File: src/rtl/led_ctrl_term.sv
// Multi-channel LED controller on its own di_* terminal: per-channel off/on/blink/PWM.
// Optional LED_BUTTON_OVERRIDE_EN adds CTRL bit2, letting the synced button force all LEDs on.

module led_ctrl_chan (
   input  logic [1:0] mode,
   input  logic [2:0] rate,
   input  logic [7:0] duty,
   input  logic [7:0] div_top,
   input  logic [7:0] pwm_cnt,
   output logic       state
);
   always_comb begin
      state = 1'b0;
      unique case (mode)
         2'd0: state = 1'b0;
         2'd1: state = 1'b1;
         // rate 0 taps the prescaler MSB; each step taps one bit lower
         2'd2: state = div_top[3'd7 - rate];
         2'd3: state = (pwm_cnt < duty);
      endcase
   end
endmodule

module led_ctrl_term #(
   parameter int          NUM_LEDS  = 4,
   parameter int          DIV_W     = 23,
   parameter logic [15:0] TERM_ADDR = 16'h0010
) (
   input  logic                ifclk,
   input  logic                resetb,
   input  logic [15:0]         di_term_addr,
   input  logic [31:0]         di_reg_addr,
   input  logic                di_write,
   input  logic [15:0]         di_reg_datai,
   input  logic                di_read,
   output logic [15:0]         di_reg_datao,
   output logic                di_read_rdy,
   output logic                di_write_rdy,
   output logic [15:0]         di_transfer_status,
   input  logic                button,
   output logic [NUM_LEDS-1:0] led_b
);
   localparam logic [15:0] CFG_MASK = 16'hFF1F;

   logic                               sel;
   logic [2:0]                         ctrl_q, ctrl_d;
   logic [NUM_LEDS-1:0][15:0]          cfg_q, cfg_d;
   logic [DIV_W-1:0]                   div_q, div_d;
   logic [7:0]                         pwm_q, pwm_d;
   logic                               btn_meta_q, btn_sync_q;
   logic [NUM_LEDS-1:0]                chan_state;
   logic [NUM_LEDS-1:0]                stat_q, stat_d;
   logic [NUM_LEDS-1:0]                led_q, led_d;
   logic [15:0]                        datao_q, datao_d;
   logic [15:0]                        stat_word;
   logic                               addr_ok;
   logic                               force_on;
   logic                               unused_read;

   assign sel          = (di_term_addr == TERM_ADDR);
   assign di_read_rdy  = 1'b1;
   assign di_write_rdy = 1'b1;
   // read data is refreshed every cycle, so the strobe itself needs no action
   assign unused_read  = di_read;

   always_comb begin
      ctrl_d = ctrl_q;
      cfg_d  = cfg_q;
      if (sel && di_write) begin
         if (di_reg_addr == 32'd0) begin
`ifdef LED_BUTTON_OVERRIDE_EN
            ctrl_d = di_reg_datai[2:0];
`else
            ctrl_d = {1'b0, di_reg_datai[1:0]};
`endif
         end
         for (int n = 0; n < NUM_LEDS; n++)
            if (di_reg_addr == 32'(n + 1)) cfg_d[n] = di_reg_datai & CFG_MASK;
      end
   end

   assign div_d = div_q + 1'b1;
   assign pwm_d = pwm_q + 8'd1;

   for (genvar g = 0; g < NUM_LEDS; g++) begin : g_chan
      led_ctrl_chan u_chan (
         .mode    (cfg_q[g][1:0]),
         .rate    (cfg_q[g][4:2]),
         .duty    (cfg_q[g][15:8]),
         .div_top (div_q[DIV_W-1 -: 8]),
         .pwm_cnt (pwm_q),
         .state   (chan_state[g])
      );
   end

`ifdef LED_BUTTON_OVERRIDE_EN
   assign force_on = ctrl_q[2] & ctrl_q[0] & btn_sync_q;
`else
   assign force_on = 1'b0;
`endif

   // STATUS keeps the unforced state; only the pin path sees the override
   assign stat_d = chan_state;
   assign led_d  = chan_state | {NUM_LEDS{force_on}};

   always_comb begin
      stat_word                 = '0;
      stat_word[NUM_LEDS-1:0]   = stat_q;
      stat_word[15]             = btn_sync_q;
      datao_d                   = 16'hAAAA;
      addr_ok                   = 1'b0;
      if (di_reg_addr == 32'd0) begin
         datao_d = {13'd0, ctrl_q};
         addr_ok = 1'b1;
      end
      for (int n = 0; n < NUM_LEDS; n++) begin
         if (di_reg_addr == 32'(n + 1)) begin
            datao_d = cfg_q[n];
            addr_ok = 1'b1;
         end
      end
      if (di_reg_addr == 32'(NUM_LEDS + 1)) begin
         datao_d = stat_word;
         addr_ok = 1'b1;
      end
   end

   assign di_transfer_status = (sel && !addr_ok) ? 16'hFFFF : 16'h0000;
   assign di_reg_datao       = datao_q;
   assign led_b = ctrl_q[0] ? ~(led_q ^ {NUM_LEDS{ctrl_q[1]}}) : {NUM_LEDS{1'b1}};

   always_ff @(posedge ifclk or negedge resetb) begin
      if (!resetb) begin
         ctrl_q     <= '0;
         cfg_q      <= '0;
         div_q      <= '0;
         pwm_q      <= '0;
         btn_meta_q <= 1'b0;
         btn_sync_q <= 1'b0;
         stat_q     <= '0;
         led_q      <= '0;
         datao_q    <= '0;
      end else begin
         ctrl_q     <= ctrl_d;
         cfg_q      <= cfg_d;
         div_q      <= div_d;
         pwm_q      <= pwm_d;
         btn_meta_q <= button;
         btn_sync_q <= btn_meta_q;
         stat_q     <= stat_d;
         led_q      <= led_d;
         datao_q    <= datao_d;
      end
   end
endmodule

File: config.mk
export PLATFORM = sky130hd
export DESIGN_NAME = led_ctrl_term
export DESIGN_NICKNAME = d
export VERILOG_FILES = /design/src/rtl/led_ctrl_term.sv
export SDC_FILE = /design/constraint.sdc
export NUM_CORES = 1
export LEC_CHECK = 0
export CAP_MARGIN = 40
export CORE_MARGIN = 2
export CORE_UTILIZATION = 55
export CTS_CLUSTER_DIAMETER = 100
export DETAILED_ROUTE_END_ITERATION = 8
export GPL_TIMING_DRIVEN = 0
export PLACE_DENSITY_LB_ADDON = 0.12
export SETUP_SLACK_MARGIN = 0.5
export SLEW_MARGIN = 5
export SYNTH_ARGS = -nofsm -noshare
export SYNTH_HDL_FRONTEND = slang
export SYNTH_SLANG_ARGS = --single-unit
File: constraint.sdc
create_clock -name ifclk -period 5.6 [get_ports ifclk]
set_input_delay 1.12 -clock ifclk [delete_from_list [all_inputs] [get_ports ifclk]]
set_output_delay 1.12 -clock ifclk [all_outputs]
set_load 0.005 [all_outputs]
==> results.toml <==
[outcome]
outcome = "finished, final reports clean"

[power]
power_density_nw_per_um2 = 188
power_mw = 1.35
p_leak_nw = 3.19
irDropWorstVdd_uv = 163

[clocking]
cts.sinks = 105
cts_setup_buffers = 1
cts_tree = "built"
worstSkewPairLatency_ns = 0.37
clock_path_buffers = 2
cts.hold.buffers_added = 0
cts-resized-gates = 0
htreeDepth = 3
cts-root-buf = "clkbuf_8"
cts_buffers = 9
clk_pin_slew_ns = 0.10

[floorplan]
io_pins = 107
dieWidth_um = 106
initial_core_util_pct = 56.3
die_h_um = 106
core_area_um2 = 10200
die-area_um2 = 11300
placementRows = 37

[setup_path]
crit_family = "simple AND/OR/NAND/NOR gates"
crit_top_cell = "clkdlybuf4s50_1"
path_cells = "clkdlybuf4s50_1 -> nor4_1 -> nand4_1 -> nor4_4 -> o21ai_0 -> and3b_1 -> buf_4 -> clkdlybuf4s50_1"
cp_data_required_time_ns = 4.48
worstSetupStartpointType = "primary input"
crit_arrival_ns = 3.76
crit_path_end_kind = "output pin"
worstSetupPathType = "primary input to output pin"
slowest_stage = "nor4_1"
cp_num_buf_inv = 3
cpPeakStageDelay_ns = 0.44
critical_path_peak_fanout = 16

[route]
dr.pass1.iters = 5
avgRoutedWirePerCell_um = 19.0
vias = 4592
drt-initial-drc-count = 342
drc = 0
routed_wl_um = 14800
ant_nets = 0
viasPerCell = 5.88

[layout]
antenna_cells = 0
stdcell_count = 781
multi_input_area_um2 = 2790
design_area_um2 = 7160
drive_above_1_share_pct = 14.3
post-route-util_pct = 69.9
layout_commonest_cell = "dfrtp_1"
nets = 740
synthToLayoutAreaGrowth_pct = 24.2
fill_cells = 782
final_cell_mix = "dfrtp_1, clkdlybuf4s50_1, inv_1, mux2_2, o21ai_0"
seqCellArea_um2 = 2630

[synth]
synth_top_area_share_pct = 45.6
ys_ff_latch = 105
synth_area_leaders = "dfrtp_1, mux2_2, ha_1"
yosysWarnings = 0
synth_top_area_cell = "dfrtp_1"
synthesis.area_um2 = 5760
synth.avg_cell_area_um2 = 10.9
yosysUniqueCellTypes = 52
ys_seq_area_share_pct = 45.6
synth_ff_type = "dfrtp_1"
synthCells = 527
synth-edff-count = 0
synthArstFlopShare_pct = 100

[timing]
worst_slew_pin_slew_ns = 0.954
hold_viol = 0
setup_violations = 0
slew_violations = 0
hold_slack_ns = 0.358
setup_tns_ns = 0
fmax_mhz = 205
skew_ns = 0.00647
maxSlewHeadroom_pct = 35.9
rsz0062_at_grt = "false"
worst_slack_ns = 0.716
fin_crit_sh_pct = 87.2
period_needed_ns = 4.88

[place]
placed_cell_area_um2 = 6950
hpwl_um = 11300
place_ws_ns = 0.184
finalWeightedCongestion = 0.937
placed_cells = 765
port_buffers = 99

[grt]
grt_pass1_wl_um = 23800
grt_start_max_net_pins = 68
grtUsageTotal_pct = 27.3
grt_antenna_before_repair = 0
grt_overflow_total = 0
grt_pass1_vias = 4632

[run]
cap_viol_max_count = 0

[hold_path]
hold_class = "flop to flop"
-- state kept, by name, summed over array words and instances, names as in the netlist --
register      cells
btn_meta_q        1
btn_sync_q        1
cfg_q            52
ctrl_q            2
di_reg_datao     14
div_q            23
led_q             4
pwm_q             8
-- power by group --
part           internal (mW)  leakage [nW]  switching, mW
Sequential             0.758          1.32       0.000205
Clock                  0.230        0.0957          0.250
Combinational         0.0532          1.77         0.0552
-- cell families after synthesis --
group / synth area share (%)
DFF: 45.6
other: 0.130
adders and majority gates: 6.51
AOI/OAI and AO/OA: 11.1
xor gates and xnor gates: 4.71
buffers and inverters: 6.08
and+or+nand+nor: 12.9
muxes: 13.0
-- worst paths after layout --
kind,endpoint,depth (start not counted),start,slack (ns)
worst max register to register,led_q[1],6,pwm_q[4],3.67
worst min-delay path,btn_sync_q,0,btn_meta_q,0.36
max in group asynchronous,cfg_q[26],2,resetb,4.05
min in group asynchronous,div_q[19],1,resetb,0.84
worst min register to register,btn_sync_q,0,btn_meta_q,0.36
worst max-delay path,di_transfer_status[10],8,di_reg_addr[16],0.72
-- layer usage --
layer  up-vias  wire (µm)  global-route usage (%)  share of wire, %
met1      2231       5990                    35.0                40
met3        29       1380                    6.25               9.3
met4         0        351                    7.33               2.4
met2       209       7120                    46.8                48
li1       2123          -                       -                 -
met5         -          0                       0                 0
-- synth_stat cells (4+ instances only) --
| cell | instances |
|---|---|
| xnor2_1 | 20 |
| a21oi_1 | 14 |
| dfrtp_1 | 105 |
| o21a_1 | 4 |
| a211oi_1 | 7 |
| mux2_2 | 34 |
| nor3b_1 | 4 |
| buf_1 | 4 |
| a21o_1 | 9 |
| nand3_1 | 27 |
| mux2_1 | 10 |
| ha_1 | 30 |
| clkbuf_1 | 8 |
| o211ai_1 | 8 |
| nand2b_1 | 6 |
| o22ai_1 | 4 |
| a2111oi_0 | 4 |
| nor4_1 | 10 |
| nand4_1 | 10 |
| nor2b_1 | 5 |
| mux2i_1 | 5 |
| inv_1 | 34 |
| xor2_1 | 11 |
| mux4_2 | 9 |
| buf_4 | 20 |
| nand2_1 | 30 |
| o21ai_0 | 33 |
| and3_1 | 4 |
| o2111ai_1 | 4 |
| nor2_1 | 21 |
-- cell type report --
class | count | share of cell area (%)
Clock buffer | 13 | 2.22
Tap cell | 136 | 2.38
Timing Repair Buffer | 102 | 14.3
Sequential cell | 105 | 36.7
Buffer | 35 | 3.11
Inverter | 34 | 1.78
Clock inverter | 2 | 0.525
Multi-Input combinational cell | 354 | 39.0
No activity file was read; power rests on OpenSTA's default activity.
==> edit, RTL diff (same flow settings) <==
The option `LED_BUTTON_OVERRIDE_EN` is turned on by a define.
--- a/src/rtl/led_ctrl_term.sv
+++ b/src/rtl/led_ctrl_term.sv
@@ -1,5 +1,7 @@
 // Multi-channel LED controller on its own di_* terminal: per-channel off/on/blink/PWM.
 // Optional LED_BUTTON_OVERRIDE_EN adds CTRL bit2, letting the synced button force all LEDs on.
+
+`define LED_BUTTON_OVERRIDE_EN
 
 module led_ctrl_chan (
    input  logic [1:0] mode,
Check against the original RTL: not equivalent (a bounded check fails within 4 cycles, from zero or initial values and one cycle with resetb low).
==> edit against the unedited design <==
- wire length up 2.6%
- area after synthesis increased by 2.7%
- total power increased by 2.4%
- sequential cell count rose by 5
- highest routed layer unchanged
- design area grew 1.9%
- via count is 1.8% higher
- worst setup slack worse by 0.12 ns
- die area rose by 2.6%
==> edit: results (changes against the unedited design) <==
.. list-table::
   :header-rows: 1

   * - Metric
     - Value
   * - Post-detailed-placement half-perimeter wirelength
     - 11260 microns (-0.59%)
   * - Result of the run
     - finished, final reports clean
   * - Total routing usage reported by global routing
     - 27.33% (about the same)
   * - Longest Clk Path Bufs
     - 2 (unchanged)
   * - Vias in the first global route
     - 4651 (+0.41%)
   * - Hold Startpoint
     - btn_meta_q$_DFF_PN0_
   * - Iteration-0 DRC count of the detailed router
     - 375 (+9.6%)
   * - Arrival time of data at the critical path endpoint
     - 3.89 ns (+0.13 ns)
   * - Final setup margin
     - 0.5936 ns (-0.1222 ns)
   * - Worst reg2reg endpoint
     - led_q[0]$_DFF_PN0_
   * - Buf+Inv Stages, Crit Path
     - 6 (+3)
   * - Post-Route Skew
     - 0.01362 ns (+0.007156 ns)
   * - Total CTS buffers
     - 9 (unchanged)
   * - Critical path origin
     - di_reg_addr[1]
   * - LEAKAGE
     - 0.003275 uW (+2.6%)
   * - Cell Count Post-Placement
     - 780 (+2.0%)
   * - Commonest cells in the synthesized netlist
     - dfrtp_1 (110), inv_1 (45), mux2_2 (43)
   * - Count of buffers from port buffering
     - 97 (-2.0%)
   * - Nets
     - 754 (+1.9%)
   * - Largest incremental delay on the critical path
     - 0.53 ns (+0.09 ns)
   * - Routability congestion estimate from global placement
     - 0.9101 (-2.9%)
   * - Post-place setup slack
     - 0.4540 ns (+0.2699 ns)
   * - Hold Path Cell Cnt
     - 0 (unchanged)
   * - Gate Count Post-Synth
     - 543 (+3.0%)
   * - Average detailed-routed wire length per instance
     - 19.12 microns (+0.62%)
   * - Maximum number of pins on one net before global-route repair
     - 66 (-2.9%)
   * - Slew at the pin with the worst max-slew slack
     - 0.8422 ns (-0.1120 ns)
   * - Synth unique cells
     - 50 (-3.8%)
   * - Worst Hold Slack
     - 0.3652 ns (+0.007299 ns)
   * - Final routed wirelength across all metal layers
     - 15220 microns (+2.6%)
   * - Worst R2R Start
     - pwm_q[2]$_DFF_PN0_
   * - CP max stage cell
     - clkdlybuf4s50_1
   * - Fraction of layout instances using a drive strength above 1
     - 16.36% (+2.1 points)
   * - Share of the yosys chip area belonging to registers
     - 46.50% (+0.90 points)
   * - Hold-critical path endpoint
     - btn_sync_q$_DFF_PN0_
   * - Max VDD drop
     - 0.1310 mV (-19%)
   * - Global-route wire length before repair
     - 24210 microns (+1.7%)
   * - Kind of cell adding the most delay to the critical path
     - buffers and inverters
   * - Post-placement cell area
     - 7094 sq um (+2.1%)
   * - Number of vias per cell after detailed routing
     - 5.872 (-0.13%)
   * - Initial antenna violation count
     - 0 (unchanged)
   * - Maximum fanout along the worst path
     - 15 (-1)
   * - Cells taking the most area after synthesis
     - dfrtp_1 (47%), mux2_2 (8.2%), ha_1 (6.3%)
edit: changes by cell type after synthesis, moves of 7 or more:
cell	before	now
o211ai_1	8	0
o21ai_0	33	22
mux2_4	0	10
nor3_1	2	10
a21oi_1	14	25
inv_1	34	45
nand3_1	27	18
mux2_2	34	43
a211oi_1	7	0
mux2_1	10	2
edit: final cells by class:
| cell class | instances | area [sq um] |
|---|---|---|
| Fill cell | 824 | 3079 |
| Multi-Input combinational cell | 353 | 2780 |
| Tap cell | 136 | 170.2 |
| Clock buffer | 11 | 131.4 |
| Buffer | 36 | 222.7 |
| Sequential cell | 110 | 2753 |
| Inverter | 45 | 168.9 |
| Clock inverter | 5 | 63.81 |
| Timing Repair Buffer | 100 | 1001 |
edit: worst register-to-register path: stages (launching register included):
cell,delay (ns)
dfrtp_1,0.50
ha_1,0.36
nand2_1,0.06
o21ai_0,0.22
nand4_1,0.14
a32oi_1,0.37
nand3_1,0.16
edit: cells by family after synthesis:
logic type,count (synthesis),share of synthesized area [%]
mux,65,13.63
xor+xnor,31,4.587
fa+ha+maj,30,6.341
compound gates,90,9.935
simple gates,134,12.28
buf+inv,81,6.595
other cells,2,0.1269
flops,110,46.50
edit: timing repair:
| item | 4_1_cts | 5_1_grt |
|---|---|---|
| buffers inserted | 0 | 0 |
| endpoints found under the setup margin | 15 | 0 |
| resized for setup | 1 | 0 |
edit: metal layers:
layer	part of all wire [%]	GRT usage (%)	up-vias
met2	47	44.16	202
met1	43	36.34	2292
li1	-	-	2153
met5	0	0	-
met3	7.7	5.811	27
met4	2.4	10.07	0
edit: where the power goes:
part | internal (uW) | total, uW | leakage, uW | switching (uW)
clock network | 213 | 484 | 0.0000949 | 272
logic | 50.1 | 99.2 | 0.00171 | 49.1
registers | 794 | 795 | 0.00147 | 0.272
total | 1060 | 1380 | 0.00327 | 321
